**src/rtl/parity_frame_tx_if.sv**
```systemverilog
// parity_frame_tx_if: byte/parity handshake and serial-line signals of the frame transmitter.
interface parity_frame_tx_if;
  logic [7:0] din;
  logic       parity;
  logic       in_valid;
  logic       in_ready;
  logic       tx;
  logic       busy;
  logic       frame_done;
  logic       par_err;
  modport master (output din, parity, in_valid, input in_ready, tx, busy, frame_done, par_err);
  modport slave  (input din, parity, in_valid, output in_ready, tx, busy, frame_done, par_err);
endinterface

```
**src/rtl/parity_frame_tx.sv**
```systemverilog
// parity_frame_tx: LSB-first start/8 data/parity/stop serial transmitter; define PARITY_CHECK_EN for the par_err checker.
module parity_frame_tx #(
  parameter int unsigned CLKS_PER_BIT = 4
) (
  input logic clk,
  input logic rst,
  parity_frame_tx_if.slave bus
);
  localparam int TW = $clog2(CLKS_PER_BIT);
  typedef enum logic [2:0] {IDLE, START, DATA, PARITY, STOP} state_t;
  state_t        r_state, w_state;
  logic [TW-1:0] r_timer, w_timer;
  logic [2:0]    r_idx, w_idx;
  logic [7:0]    r_shift, w_shift;
  logic          r_par, w_par, r_tx, w_tx, w_wrap, w_accept;
  assign w_wrap = r_timer == TW'(CLKS_PER_BIT - 1);
  always_ff @(posedge clk or posedge rst) begin
    if (rst) begin
      r_state <= IDLE;
      r_timer <= '0;
      r_idx   <= '0;
      r_shift <= '0;
      r_par   <= 1'b0;
      r_tx    <= 1'b1;
    end else begin
      r_state <= w_state;
      r_timer <= w_timer;
      r_idx   <= w_idx;
      r_shift <= w_shift;
      r_par   <= w_par;
      r_tx    <= w_tx;
    end
  end
  always_comb begin
    w_state  = r_state;
    w_timer  = (r_state == IDLE || w_wrap) ? '0 : r_timer + 1'b1;
    w_idx    = r_idx;
    w_shift  = r_shift;
    w_par    = r_par;
    w_accept = r_state == IDLE && bus.in_valid;
    case (r_state)
      IDLE: if (w_accept) begin
        w_state = START;
        w_shift = bus.din;
        w_par   = bus.parity;
      end
      START: if (w_wrap) begin
        w_state = DATA;
        w_idx   = '0;
      end
      DATA: if (w_wrap) begin
        w_shift = r_shift >> 1;
        w_idx   = r_idx + 3'd1;
        if (r_idx == 3'd7) w_state = PARITY;
      end
      PARITY: if (w_wrap) w_state = STOP;
      STOP: if (w_wrap) w_state = IDLE;
      default: w_state = IDLE;
    endcase
    // tx is registered from the next state so the line never glitches
    w_tx = w_state == START ? 1'b0 : w_state == DATA ? w_shift[0] : w_state == PARITY ? r_par : 1'b1;
  end
  assign bus.tx         = r_tx;
  assign bus.in_ready   = r_state == IDLE;
  assign bus.busy       = r_state != IDLE;
  assign bus.frame_done = r_state == STOP && w_wrap;
`ifdef PARITY_CHECK_EN
  logic r_par_err;
  always_ff @(posedge clk or posedge rst) begin
    if (rst) r_par_err <= 1'b0;
    else if (w_accept) r_par_err <= ^bus.din ^ bus.parity;
  end
  assign bus.par_err = r_par_err;
`else
  assign bus.par_err = 1'b0;
`endif
endmodule

```
**src/flat_wrapper.sv**
```systemverilog
// flat-port wrapper written by rule: the top's interface ports become plain ports
module parity_frame_tx_flat 
#(
  parameter int unsigned CLKS_PER_BIT = 4
)
  (clk, rst, bus_din, bus_parity, bus_in_valid, bus_in_ready, bus_tx, bus_busy, bus_frame_done, bus_par_err);
  parity_frame_tx_if bus_i ();
  input logic clk;
  input logic rst;
  input wire logic [$bits(bus_i.din)-1:0] bus_din;
  input wire logic [$bits(bus_i.parity)-1:0] bus_parity;
  input wire logic [$bits(bus_i.in_valid)-1:0] bus_in_valid;
  output wire logic [$bits(bus_i.in_ready)-1:0] bus_in_ready;
  output wire logic [$bits(bus_i.tx)-1:0] bus_tx;
  output wire logic [$bits(bus_i.busy)-1:0] bus_busy;
  output wire logic [$bits(bus_i.frame_done)-1:0] bus_frame_done;
  output wire logic [$bits(bus_i.par_err)-1:0] bus_par_err;
  assign bus_i.din = bus_din;
  assign bus_i.parity = bus_parity;
  assign bus_i.in_valid = bus_in_valid;
  assign bus_in_ready = bus_i.in_ready;
  assign bus_tx = bus_i.tx;
  assign bus_busy = bus_i.busy;
  assign bus_frame_done = bus_i.frame_done;
  assign bus_par_err = bus_i.par_err;
  parity_frame_tx #(.CLKS_PER_BIT(CLKS_PER_BIT)) u_core (.clk(clk), .rst(rst), .bus(bus_i));
endmodule
```
**config.mk**
```make
export PLATFORM = sky130hd
export DESIGN_NAME = parity_frame_tx_flat
export DESIGN_NICKNAME = d
export VERILOG_FILES = /design/src/rtl/parity_frame_tx_if.sv /design/src/rtl/parity_frame_tx.sv /design/src/flat_wrapper.sv
export SDC_FILE = /design/constraint.sdc
export NUM_CORES = 1
export LEC_CHECK = 0
export CORE_MARGIN = 2
export CORE_UTILIZATION = 40
export DETAILED_ROUTE_END_ITERATION = 10
export PLACE_DENSITY = 0.63
export SETUP_SLACK_MARGIN = 0.15
export SYNTH_ARGS = -nofsm -noshare
export SYNTH_HDL_FRONTEND = slang
export SYNTH_SLANG_ARGS = --single-unit
```
**constraint.sdc**
```tcl
create_clock -name clk -period 3.7 [get_ports clk]
set_input_delay 0.555 -clock clk [delete_from_list [all_inputs] [get_ports clk]]
set_output_delay 0.555 -clock clk [all_outputs]
set_load 0.01 [all_outputs]
```
==> results.yml, run 1 <==
cts:
  numCtsBuffers: 3
  post_cts_resized: 0
  cts_tree: "done"
  cts_buffer_depth: 2
  cts_root_buffer: "clkbuf_4"
  hold_buffers: 0
  clk_pin_slew_ns: 0.10
  clock_latency_ns: 0.28
  cts_sinks: 18
  h-tree-depth: 1
  post_cts_buffers: 0
setup_path:
  crit_arrival_ns: 1.89
  worst-path-buf-inv: 1
  critPathCaptureType: "output pin"
  cp_slowest_cell: "clkdlybuf4s50_1"
  worstPathRequired_ns: 3.14
  path_class: "reg -> out"
  critPathTopFamily: "buffers and inverters"
  cp_cell_sequence: "nor3_1 -> clkdlybuf4s50_1"
  rrSetupSlack_ns: 1.75
  crit_fanout: 15
  r2r_cells: 4
  r2r-end: "u_core.bus.tx"
  timing.rr.start: "u_core.r_state[1]"
  startpoint_type: "flip-flop"
  cp_slowest_stage_delay_ns: 0.61
yosys:
  synth_top_cell_by_area: "dfrtp_1"
  yosysMostFrequentCell: "dfrtp_1"
  syn_inst: 94
  synth_seq_area_share_pct: 48.46
  ys_seq_elements: 18
  netlist-cell-type-count: 31
  ys_warn_count: 0
  syn_avg_cell_area_um2: 9.916
  synth_nets: 109
  synthArstFlopShare_pct: 100.0
  synth_edf_count: 0
  synthTopCellsByArea: "dfrtp_1 46%, a22oi_1 5.6%, o21ai_0 5.4%"
  ys.flop_type: "dfrtp_1"
  yosys-top-cells-count: "17 x dfrtp_1, 12 x inv_1, 10 x o21ai_0"
  synth_top_area_share_pct: 45.64
  synth_area_um2: 932.1
floorplan:
  start_util_pct: 42.14
  die_w_um: 52.28
  rows: 17
  die_y_um: 52.28
  io_pins: 17
  die_area_um2: 2733
  core_area_um2: 2212
placed_design:
  dp_hpwl_um: 1164
  gp_congestion: 0.7328
  placed_cells: 131
  io_buffer_count: 15
timing:
  fin_skew_ns: 0.0009982
  drv_slew: 0
  rsz0062_at_grt: "no"
  fin_setup_tns_ns: 0
  worst_pin_slew_ns: 0.6768
  period_needed_ns: 2.446
  finalCritPeriodShare_pct: 66.10
  finalHoldViolCount: 0
  finalSetupViolCount: 0
  relSlewSlack_pct: 54.83
  fmax_mhz: 408.9
grt:
  grtUsageTotal_pct: 13.80
  overflow: 0
  grt_max_degree: 19
  grt_pass1_wl_um: 2780
  antenna_found_initial: 0
  grt_pass1_vias: 634
power_and_ir_drop:
  p_leak_uw: 0.0004910
  ir_worst_vdd_v: 0.0003986
  p_int_uw: 505.1
  pwr-share-seq_pct: 48.5
  p_sw_uw: 303.4
  power_density_nw_per_um2: 734.3
  pwr-share-clk_pct: 12.4
  p_comb_share_pct: 39.1
  p_sw_share_pct: 37.52
status:
  outcome: "completed"
finish:
  drive_above_1_share_pct: 7.477
  diodes: 0
  nets: 123
  fin_cells: 135
  syn_to_final_growth_pct: 18.12
routing:
  detail_route.wl_per_cell_um: 12.57
  drtIter0Drc: 24
  avgViaCountPerCell: 5.111
  firstDrtPassIters: 4
  postRouteAntennaNets: 0
  dr_total_vias: 690
  drc_errors: 0
  wl_um: 1697
job:
  cap_violations: 0
min_path:
  hold_path_end: "u_core.r_timer[0]"
  hold_path_class: "reg -> reg"
  hp-start: "u_core.r_timer[0]"
  whs_path_depth: 1
==> per-layer routing <==
| layer | vias to the layer above | global-route usage [%] | share of wire (%) | wire length, µm |
|---|---|---|---|---|
| li1 | 350 | - | - | - |
| met1 | 318 | 18.72 | 49 | 830 |
| met2 | 20 | 21.31 | 45 | 767 |
| met3 | 2 | 2.571 | 5.1 | 86 |
| met4 | 0 | 6.410 | 0.77 | 13 |
| met5 | - | 0 | 0 | 0 |
==> how the worst max path moves through the flow <==
stage                            from       endpoint  slack (ns)  cells past startpoint
floorplan           u_core.r_state[1]       bus_busy        1.87                      3
global placement         bus_in_valid  u_core.bus.tx        1.44                      5
detailed placement       bus_in_valid  u_core.bus.tx        1.40                      5
CTS                 u_core.r_state[1]   bus_in_ready        1.23                      2
global route        u_core.r_state[1]   bus_in_ready        1.08                      2
finish              u_core.r_state[1]   bus_in_ready        1.25                      2
==> power groups by stage <==
| stage | registers [µW] | clock network, µW | logic (µW) |
|---|---|---|---|
| final | 392 | 100 | 316 |
| after global routing | 409 | 117 | 362 |
| after CTS | 392 | 103 | 321 |
| after detailed placement | 396 | 0 | 317 |
| after global placement | 392 | 0 | 310 |
| after floorplan | 353 | 0 | 275 |
==> layout by cell type (no fill, tap or decap), types with 2 or more instances in the layout <==
cell type        instances
nor2b_1                  2
a22o_1                   3
inv_1                   12
nor3_1                   4
clkdlybuf4s50_1         15
clkbuf_4                 3
a22oi_1                  7
nor2_1                   3
o21ai_0                 10
nand2_1                  9
ha_1                     3
dfrtp_1                 17
==> sequential cells by signal, summed over array words and instances, names as in the netlist <==
signal / count
u_core.bus.tx: 1
u_core.r_idx: 3
u_core.r_par: 1
u_core.r_shift: 8
u_core.r_state: 3
u_core.r_timer: 2
==> area by class of cell <==
| type | count | area (µm²) |
|---|---|---|
| fillers | 228 | 1111 |
| clock buffers | 4 | 26.28 |
| well taps | 28 | 35.03 |
| flip-flops and latches | 18 | 451.7 |
| repair buffers | 16 | 157.7 |
| inverters | 12 | 45.04 |
| multi-input cells | 57 | 385.4 |
==> metrics by stage <==
stage | hold slack (ns) | area (µm²) | power (µW) | setup slack (ns) | util, %
global route | 0.4771 | 1101 | 888.6 | 1.084 | 49.77
floorplan | 0.4150 | 932.1 | 628.2 | 1.869 | -
global placement | 0.4287 | 1075 | 701.8 | 1.435 | 48.59
CTS | 0.4539 | 1101 | 815.8 | 1.231 | 49.77
finish | 0.4507 | 1101 | 808.5 | 1.254 | 49.77
detailed placement | 0.4390 | 1075 | 713.6 | 1.403 | 48.59
==> kinds of logic (layout without fill, tap and decap cells) <==
group | Yosys count | in the layout | share of synthesized area, %
XOR/XNOR | 1 | 1 | 0.9398
AND/OR/NAND/NOR | 24 | 24 | 14.77
adder cells (fa/ha/maj) | 3 | 3 | 4.027
flip-flops | 18 | 18 | 48.46
multiplexers | 1 | 1 | 1.208
buffers and inverters | 19 | 32 | 10.20
other | 1 | 1 | 0.4023
AO/OA/AOI/OAI | 27 | 27 | 20.00
(Power assumes the default switching activity.)
==> inputs of run 2 (changes only) <==
--- a/config.mk
+++ b/config.mk
@@ -8,7 +8,7 @@
 export CORE_MARGIN = 2
 export CORE_UTILIZATION = 40
 export DETAILED_ROUTE_END_ITERATION = 10
-export PLACE_DENSITY = 0.63
+export PLACE_DENSITY = 0.65
 export SETUP_SLACK_MARGIN = 0.15
 export SYNTH_ARGS = -nofsm -noshare
 export SYNTH_HDL_FRONTEND = slang
==> constraint.sdc (replaced) <==
create_clock -name clk -period 2.1 [get_ports clk]
set_input_delay 0.315 -clock clk [delete_from_list [all_inputs] [get_ports clk]]
set_output_delay 0.315 -clock clk [all_outputs]
set_load 0.01 [all_outputs]
==> results.yml, run 2 (synthesized netlist as in run 1, its figures left out) <==
routing:
  postRouteAntennaNets: 0
  firstDrtPassIters: 4
  drtIter0Drc: 28
  avgViaCountPerCell: 5.141
  wl_um: 1758
  detail_route.wl_per_cell_um: 12.38
  dr_total_vias: 730
  drc_errors: 0
timing:
  finalHoldViolCount: 0
  fmax_mhz: 531.0
  fin_setup_tns_ns: 0
  drv_slew: 0
  finalSetupViolCount: 0
  period_needed_ns: 1.883
  relSlewSlack_pct: 53.42
  fin_skew_ns: 0.002639
  finalCritPeriodShare_pct: 89.67
  rsz0062_at_grt: "no"
  worst_pin_slew_ns: 0.6979
  setup_slack_ns: 0.2169
finish:
  largest_reg_flops: 8
  drive_above_1_share_pct: 16.67
  multi_input_area_um2: 411.6
  top_register: "u_core.r_shift"
  syn_to_final_growth_pct: 27.38
  top_regs: "u_core.r_shift: 8 flops, u_core.r_idx: 3 flops, u_core.r_state: 3 flops"
  layout_commonest_cell: "dfrtp_1"
  final_cell_mix: "16 x dfrtp_1, 14 x clkdlybuf4s50_1, 12 x inv_1"
  diodes: 0
  nFillCells: 209
  nets: 130
  fin_area_um2: 1187
  seq_area_um2: 452.9
  fin_cells: 142
cts:
  clock_latency_ns: 0.28
  cts_buffer_depth: 2
  cts_root_buffer: "clkbuf_4"
  numCtsBuffers: 3
  hold_buffers: 0
  cts_tree: "done"
  h-tree-depth: 1
  clk_pin_slew_ns: 0.10
  cts_sinks: 18
floorplan:
  io_pins: 17
  rows: 17
  die_y_um: 52.28
  die_w_um: 52.28
  core_area_um2: 2212
  die_area_um2: 2733
  start_util_pct: 42.14
placed_design:
  placed_cells: 136
  dp_worst_setup_slack_ns: 0.3845
  dp_hpwl_um: 1266
  io_buffer_count: 15
  placed_cell_area_um2: 1112
  gp_congestion: 0.7932
grt:
  grt_pass1_vias: 711
  grtUsageTotal_pct: 14.96
  grt_pass1_wl_um: 3022
  antenna_found_initial: 0
  grt_max_degree: 19
  overflow: 0
setup_path:
  critPathCaptureType: "output pin"
  crit_arrival_ns: 1.57
  rrSetupSlack_ns: 0.46
  r2r_cells: 7
  worstPathRequired_ns: 1.78
  path_class: "reg -> out"
  crit_fanout: 3
  startpoint_type: "flip-flop"
power_and_ir_drop:
  p_leak_uw: 0.0005439
  p_comb_share_pct: 46.7
  ir_worst_vdd_v: 0.0007472
  p_int_uw: 972.5
  p_sw_uw: 571.8
  pwr-share-clk_pct: 11.3
  pwr-share-seq_pct: 42.0
  power_density_nw_per_um2: 1301
  finalPower_uw: 1544
  p_sw_share_pct: 37.03
status:
  outcome: "completed"
job:
  cap_violations: 0
min_path:
  hold_path_class: "in -> async"
-- run 2: changes by cell type in the layout (fill, tap and decap cells not counted), sizes merged --
cell / change
buf: +7
clkdlybuf4s50: -1
dlymetal6s2s: +1
-- run 2: power groups by stage --
| stage | Clock (µW) | Combinational (µW) | Sequential, µW |
|---|---|---|---|
| detailed placement | 0 | 685 | 627 |
| floorplan | 0 | 485 | 622 |
| finish | 175 | 721 | 648 |
| global placement | 0 | 672 | 620 |
| global route | 202 | 823 | 669 |
| CTS | 186 | 704 | 634 |
-- run 2: path summary, 6_finish.rpt --
path,startpoint,endpoint
min in group clk,u_core.r_shift[3],u_core.r_shift[2]
hold reg to reg,u_core.r_shift[3],u_core.r_shift[2]
hold / removal,rst,u_core.r_shift[3]
max in group asynchronous,rst,u_core.r_state[0]
setup / recovery,u_core.r_state[1],bus_frame_done
setup reg to reg,u_core.r_timer[0],u_core.bus.tx
-- run 2: critical path, cell delays in order (launching register included) --
cell,delay (ns)
dfrtp_1,0.44
nor2_2,0.14
and3_1,0.17
clkdlybuf4s50_1,0.53
-- run 2: routing by layer --
metal / up-vias / track usage, % / share of wire (%)
met4: 0 / 5.128 / 0.85
met5: - / 0 / 0
met3: 2 / 3.429 / 4.1
met1: 353 / 20.33 / 51
met2: 13 / 23.42 / 44
li1: 362 / - / -
-- run 2: cell type report --
cell class / instances / share of cell area, %
Tap cell: 28 / 2.950
Timing Repair Buffer: 23 / 18.23
Clock buffer: 4 / 2.213
Multi-Input combinational cell: 57 / 34.67
Sequential cell: 18 / 38.15
Inverter: 12 / 3.793
-- run 2: metrics by stage --
| step | hold slack (ns) | utilization [%] |
|---|---|---|
| 4_1_cts | 0.4383 | 52.26 |
| 6_report | 0.4280 | 53.68 |
| 5_1_grt | 0.5039 | 53.68 |
| 2_1_floorplan | 0.2528 | - |
| 3_3_place_gp | 0.4235 | 50.28 |
| 3_5_place_dp | 0.4360 | 50.28 |
-- run 2: timing repair --
item | CTS | global route
gates resized for setup | 3 | 5
setup endpoints to repair | 3 | 3
buffers inserted | 0 | 2
pin swaps | 0 | 1
==> inputs of run 3 (changes only) <==
--- a/config.mk
+++ b/config.mk
@@ -10,6 +10,7 @@
 export DETAILED_ROUTE_END_ITERATION = 10
 export PLACE_DENSITY = 0.65
 export SETUP_SLACK_MARGIN = 0.15
+export SLEW_MARGIN = 10
 export SYNTH_ARGS = -nofsm -noshare
 export SYNTH_HDL_FRONTEND = slang
 export SYNTH_SLANG_ARGS = --single-unit
==> results of run 3 <==
No change in the layout: final DEF, timing and power equal those of run 2.
